## src/rtl/rob_allocator.sv

```systemverilog
// ROB entry allocator: grants WIDTH consecutive entry IDs per dispatch group, retires from head, flush rewinds tail.
// Optional ROB_ALLOCATOR_STATS_EN adds a saturating stall_cycles counter; alloc_ready uses registered occupancy only.
module rob_allocator #(
  parameter int WIDTH       = 4,
  parameter int ROB_ENTRIES = 32
) (
  input  logic                 clk,
  input  logic                 rst,
  input  logic                 alloc_valid,
  output logic                 alloc_ready,
  output logic [5*WIDTH-1:0]   alloc_entries,
  input  logic [2:0]           commit_count,
  input  logic                 flush,
  output logic [4:0]           head,
  output logic [5:0]           free_count,
  output logic                 empty,
  output logic                 full
`ifdef ROB_ALLOCATOR_STATS_EN
  ,
  output logic [31:0]          stall_cycles
`endif
);

  typedef enum logic [1:0] {INIT, RUN, FLUSH} state_t;

  localparam logic [4:0] PTR_MASK = 5'(ROB_ENTRIES - 1);
  localparam logic [5:0] GROUP    = 6'(WIDTH);
  localparam logic [5:0] DEPTH    = 6'(ROB_ENTRIES);

  state_t     state;
  logic [4:0] tail;
  logic [5:0] count;
  logic [5:0] commit_req;
  logic [5:0] commit_amt;
  logic       grant;

  assign free_count  = DEPTH - count;
  assign empty       = (count == 6'd0);
  assign full        = (free_count < GROUP);
  assign alloc_ready = (state == RUN) && (free_count >= GROUP);
  assign grant       = alloc_valid && alloc_ready;

  // Retire no more than is actually allocated; excess commit_count is clamped.
  assign commit_req = {3'b000, commit_count};
  assign commit_amt = (commit_req > count) ? count : commit_req;

  always_comb begin
    alloc_entries = '0;
    for (int i = 0; i < WIDTH; i++) begin
      alloc_entries[5*i +: 5] = (tail + 5'(i)) & PTR_MASK;
    end
  end

  always_ff @(posedge clk) begin
    if (!rst) begin
      state <= INIT;
      head  <= 5'd0;
      tail  <= 5'd0;
      count <= 6'd0;
    end else begin
      case (state)
        INIT: state <= RUN;
        RUN: begin
          // Flush wins over any grant or commit presented in the same cycle.
          if (flush) begin
            state <= FLUSH;
          end else begin
            head  <= (head + commit_amt[4:0]) & PTR_MASK;
            if (grant) tail <= (tail + GROUP[4:0]) & PTR_MASK;
            count <= count + (grant ? GROUP : 6'd0) - commit_amt;
          end
        end
        FLUSH: begin
          tail  <= head;
          count <= 6'd0;
          state <= RUN;
        end
        default: state <= INIT;
      endcase
    end
  end

`ifdef ROB_ALLOCATOR_STATS_EN
  always_ff @(posedge clk) begin
    if (!rst) begin
      stall_cycles <= 32'd0;
    end else if ((state == RUN) && alloc_valid && !alloc_ready && (stall_cycles != 32'hFFFF_FFFF)) begin
      stall_cycles <= stall_cycles + 32'd1;
    end
  end
`endif

endmodule

```

## config.mk

```make
export PLATFORM = sky130hd
export DESIGN_NAME = rob_allocator
export DESIGN_NICKNAME = d
export VERILOG_FILES = /design/src/rtl/rob_allocator.sv
export SDC_FILE = /design/constraint.sdc
export NUM_CORES = 1
export LEC_CHECK = 0
export CAP_MARGIN = 40
export CORE_ASPECT_RATIO = 0.7
export CORE_UTILIZATION = 41
export DETAILED_ROUTE_END_ITERATION = 8
export MAX_ROUTING_LAYER = met4
export PLACE_DENSITY = 0.7
export SLEW_MARGIN = 20
export SYNTH_ARGS = -nofsm -noshare
export SYNTH_HDL_FRONTEND = slang
export SYNTH_SLANG_ARGS = --single-unit
```

## constraint.sdc

```tcl
create_clock -name clk -period 9.25 [get_ports clk]
set_clock_uncertainty 0.2 [all_clocks]
set_input_delay 0.925 -clock clk [delete_from_list [all_inputs] [get_ports clk]]
set_output_delay 0.925 -clock clk [all_outputs]
set_load 0.01 [all_outputs]
```

==> out/qor.csv <==
stage;metric;value;unit
outcome;run status;completed;
timing;Rel. slew slack;51.6;%
critical_path;end point of the critical path;count[5];
critical_path;Critical Path End Type;flip-flop;
finish;fill count;308;
synthesis;cell taking the most area after synthesis;sky130_fd_sc_hd__dfxtp_1;
timing;number of hold violations in the final report;0;
timing;unrepaired setup endpoints after global routing;false;
critical_path;Top delay family on crit path;adder cells;
floorplan;die height;52.1;um
critical_path;critical path type;primary input to flip-flop;
synthesis;adder and majority gate portion of the synthesized area;21.1;%
floorplan;Die Area;3830;um2
critical_path;capturing point of the worst reg2reg path;count[5];
synthesis;synthesized area divided by synthesized cell count;8.40;um2
timing;total of endpoints with negative setup slack in the final report;0;
critical_path;Crit Path Max Fanout;4;
synthesis;mux contribution to synthesized area;3.83;%
run;number of violations of the max-capacitance limit;0;
floorplan;Rows;17;
critical_path;cell with the largest stage delay on the worst path;sky130_fd_sc_hd__fa_1;
critical_path;number of stages on the worst setup path;14;
clock_tree;CTS tree;built;
critical_path;critical path's largest stage delay;510;ps
timing;Tightest Pin Transition;724;ps
synthesis;ranking of synthesized cells by area;sky130_fd_sc_hd__dfxtp_1, sky130_fd_sc_hd__ha_1, sky130_fd_sc_hd__xnor2_1;
place;IO Port Bufs;40;
power_and_ir_drop;total leakage power;0.810;nW
critical_path;path depth of the worst reg2reg path;14;
critical_path;startpoint of the worst setup timing path;commit_count[1];
critical_path;RR Startpoint;count[1];
drt;vias per cell;5.00;
place;final weighted congestion in routability-driven placement;0.843;
finish;antenna fix cells;0;
clock_tree;clk root buf;sky130_fd_sc_hd__clkbuf_8;
synthesis;flip-flop and latch count after synthesis;18;
finish;area growth from synthesis to layout;30.6;%
place;HPWL Detailed;2590;um
finish;Layout Utilization;58.6;%
grt;total gr overflow;0;
timing;fraction of the cycle the final worst path needs;49.8;%
synthesis;share of Yosys cell area claimed by the top area cell type;24.5;%
timing;sum of negative setup slack;0;ps
synthesis;warnings from Yosys;0;
grt;number of global-route vias before repair;1180;
grt;global-route wire length before repair;5450;um
drt;average detailed-routed wire length per instance;12.7;um
power_and_ir_drop;worst-case vdd ir drop;0.0000957;V
clock_tree;hold-fix buffers at CTS;0;
floorplan;placeable core region;3280;um2
grt;gr usage total;18.9;%
clock_tree;number of sinks driven by the clock tree;18;
drt;Final Routed Wirelength;3250;um
clock_tree;Clk Latency, worst-skew pair;250;ps
floorplan;number of placed I/O pins;41;
synthesis;simple-gate area share of the yosys netlist;15.2;%
clock_tree;register clock-pin slew on the reported worst setup and hold paths;70;ps
clock_tree;H-Tree Depth;1;
drt;Starting DRT DRC Count;39;
drt;remaining design rule violation count;0;
finish;number of nets in the layout;240;
clock_tree;post-cts resize count;0;
drt;Post-DRT Antenna Nets;0;
timing;final number of max-transition violations;0;
clock_tree;Post CTS Setup Buffer Count;0;
timing;peak clock frequency supported by timing;217;MHz
finish;fraction of layout instances using a drive strength above 1;5.77;%
grt;pin count of the biggest net entering global routing;15;
drt;Detailed Routing Iterations Pass 1;4;
synthesis;number of nets produced by synthesis;205;
critical_path;FF-to-FF setup slack;5190;ps
synthesis;share of the synthesized area in compound gates (AO/OA/AOI/OAI);17.2;%
timing;clock period minus final worst setup slack;4600;ps
synthesis;Yosys cell types;39;
clock_tree;maximum buffer depth of the clock tree;2;
synthesis;Mapped Area;1470;um2
critical_path;Worst EP arrival;4530;ps
critical_path;worst path cell trace;clkdlybuf4s50_1 -> ha_1 -> a21o_1 -> a21oi_1 -> a311oi_4 -> mux2_1 -> fa_1 -> inv_1 -> fa_1 -> a21o_1 -> a21oi_1 -> xnor2_1 -> o2111ai_1 -> o41ai_1;
synthesis;Seq/Total Area, Yosys;24.5;%
critical_path;critical path required time;9180;ps
critical_path;Crit path buffers/inverters;2;
synthesis;xor and xnor fraction of the mapped netlist area;10.1;%
floorplan;floorplan die width;73.6;um
drt;total number of vias;1275;
grt;antenna violations before repair;0;
worst_hold_path;path class of the lowest-slack min-delay path;flip-flop to flip-flop;
clock_tree;cts bufs inserted;3;
synthesis;cell count after synthesis;175;
critical_path;critical path startpoint category;primary input;
power_and_ir_drop;pwr dens;206;nW/um2
synthesis;dominant combinational cell family by area after synthesis;adder cells;
floorplan;Starting Density;44.9;%
==> sequential cells by signal, summed over array words and instances, names as in the netlist <==
signal	count
tail	5
count	6
head	5
state	2
==> stage by stage <==
step / worst slack, ps / power [mW] / cells / cell area, um2 / hold WS, ps
global route: 4450 / 0.429 / 255 / 1920 / 284
floorplan: 5080 / 0.260 / 175 / 1470 / 224
global placement: 4550 / 0.336 / 252 / 1880 / 237
finish: 4650 / 0.395 / 255 / 1920 / 259
detailed placement: 4420 / 0.342 / 252 / 1880 / 250
CTS: 4670 / 0.398 / 255 / 1920 / 260
==> synth_stat cells <==
master	number
sky130_fd_sc_hd__mux2i_1	3
sky130_fd_sc_hd__o21ai_2	1
sky130_fd_sc_hd__clkbuf_1	5
sky130_fd_sc_hd__or2b_1	1
sky130_fd_sc_hd__buf_2	1
sky130_fd_sc_hd__a311oi_4	1
sky130_fd_sc_hd__dfxtp_1	18
sky130_fd_sc_hd__nand2b_1	3
sky130_fd_sc_hd__a32o_2	1
sky130_fd_sc_hd__o41ai_1	1
sky130_fd_sc_hd__inv_2	1
sky130_fd_sc_hd__xnor2_1	13
sky130_fd_sc_hd__mux2_4	1
sky130_fd_sc_hd__inv_1	16
sky130_fd_sc_hd__a21oi_2	1
sky130_fd_sc_hd__buf_1	1
sky130_fd_sc_hd__nor3_2	1
sky130_fd_sc_hd__nand2_1	17
sky130_fd_sc_hd__or2_1	1
sky130_fd_sc_hd__mux2_1	1
sky130_fd_sc_hd__or3_1	1
sky130_fd_sc_hd__or2b_4	1
sky130_fd_sc_hd__buf_4	3
sky130_fd_sc_hd__a21boi_0	1
sky130_fd_sc_hd__o21ai_0	5
sky130_fd_sc_hd__conb_1	1
sky130_fd_sc_hd__nor2_1	11
sky130_fd_sc_hd__o2111ai_1	1
sky130_fd_sc_hd__a21o_1	5
sky130_fd_sc_hd__fa_1	3
sky130_fd_sc_hd__xor2_1	4
sky130_fd_sc_hd__and2_1	2
sky130_fd_sc_hd__a211oi_1	1
sky130_fd_sc_hd__ha_1	20
sky130_fd_sc_hd__nor3_1	1
sky130_fd_sc_hd__or3_4	1
sky130_fd_sc_hd__a31oi_1	2
sky130_fd_sc_hd__a21oi_1	18
sky130_fd_sc_hd__nand3_1	6
==> cell families after synthesis <==
family,count (synthesis)
and+or+nand+nor,46
xor gates and xnor gates,17
AOI/OAI and AO/OA,38
buffers and inverters,27
adders and majority gates,23
other,1
DFF,18
muxes,5
==> final cells by class <==
type | instances | area [um2] | share of cell area, %
Multi-Input combinational cell | 130 | 996 | 51.9
Tap cell | 47 | 58.8 | 3.06
Timing Repair Buffer | 40 | 400 | 20.8
Sequential cell | 18 | 360 | 18.8
Inverter | 17 | 63.8 | 3.32
Clock buffer | 3 | 41.3 | 2.15
==> layout by cell type (no fill, tap or decap), types with 2 or more instances in the layout <==
cell,synthesis,final
sky130_fd_sc_hd__dfxtp_1,18,18
sky130_fd_sc_hd__nor2_1,11,11
sky130_fd_sc_hd__nand2_1,17,17
sky130_fd_sc_hd__mux2i_1,3,3
sky130_fd_sc_hd__o21ai_0,5,5
sky130_fd_sc_hd__a31oi_1,2,2
sky130_fd_sc_hd__nand3_1,6,6
sky130_fd_sc_hd__xor2_1,4,4
sky130_fd_sc_hd__a21oi_1,18,18
sky130_fd_sc_hd__ha_1,20,20
sky130_fd_sc_hd__inv_1,16,16
sky130_fd_sc_hd__clkdlybuf4s50_1,0,40
sky130_fd_sc_hd__clkbuf_8,0,3
sky130_fd_sc_hd__a21o_1,5,5
sky130_fd_sc_hd__xnor2_1,13,13
sky130_fd_sc_hd__nand2b_1,3,3
sky130_fd_sc_hd__fa_1,3,3
sky130_fd_sc_hd__and2_1,2,2
==> metal layers <==
layer  GRT usage (%)  vias to the layer above  routed length (um)
li1                -                      653                   -
met1            26.2                      602                1650
met2            29.2                       20                1460
met3            4.65                        0                 128
met4           0.962                        0                   0
met5               -                        -                   0
==> worst min path at each step <==
| stage | slack [ps] | cells past startpoint | endpoint | from |
|---|---|---|---|---|
| 6_report | 260 | 1 | state[0] | state[0] |
| 5_1_grt | 280 | 1 | state[0] | state[0] |
| 4_1_cts | 260 | 1 | state[0] | state[0] |
| 3_5_place_dp | 250 | 1 | state[0] | state[0] |
| 3_3_place_gp | 240 | 1 | state[0] | state[0] |
| 2_1_floorplan | 220 | 1 | state[0] | state[0] |
==> where the power goes <==
group / total, mW / switching, mW / internal (mW)
Sequential: 0.0987 / 0.0132 / 0.0856
Clock: 0.0532 / 0.0244 / 0.0289
Combinational: 0.243 / 0.117 / 0.126
Power figures use the tool's default switching activity.
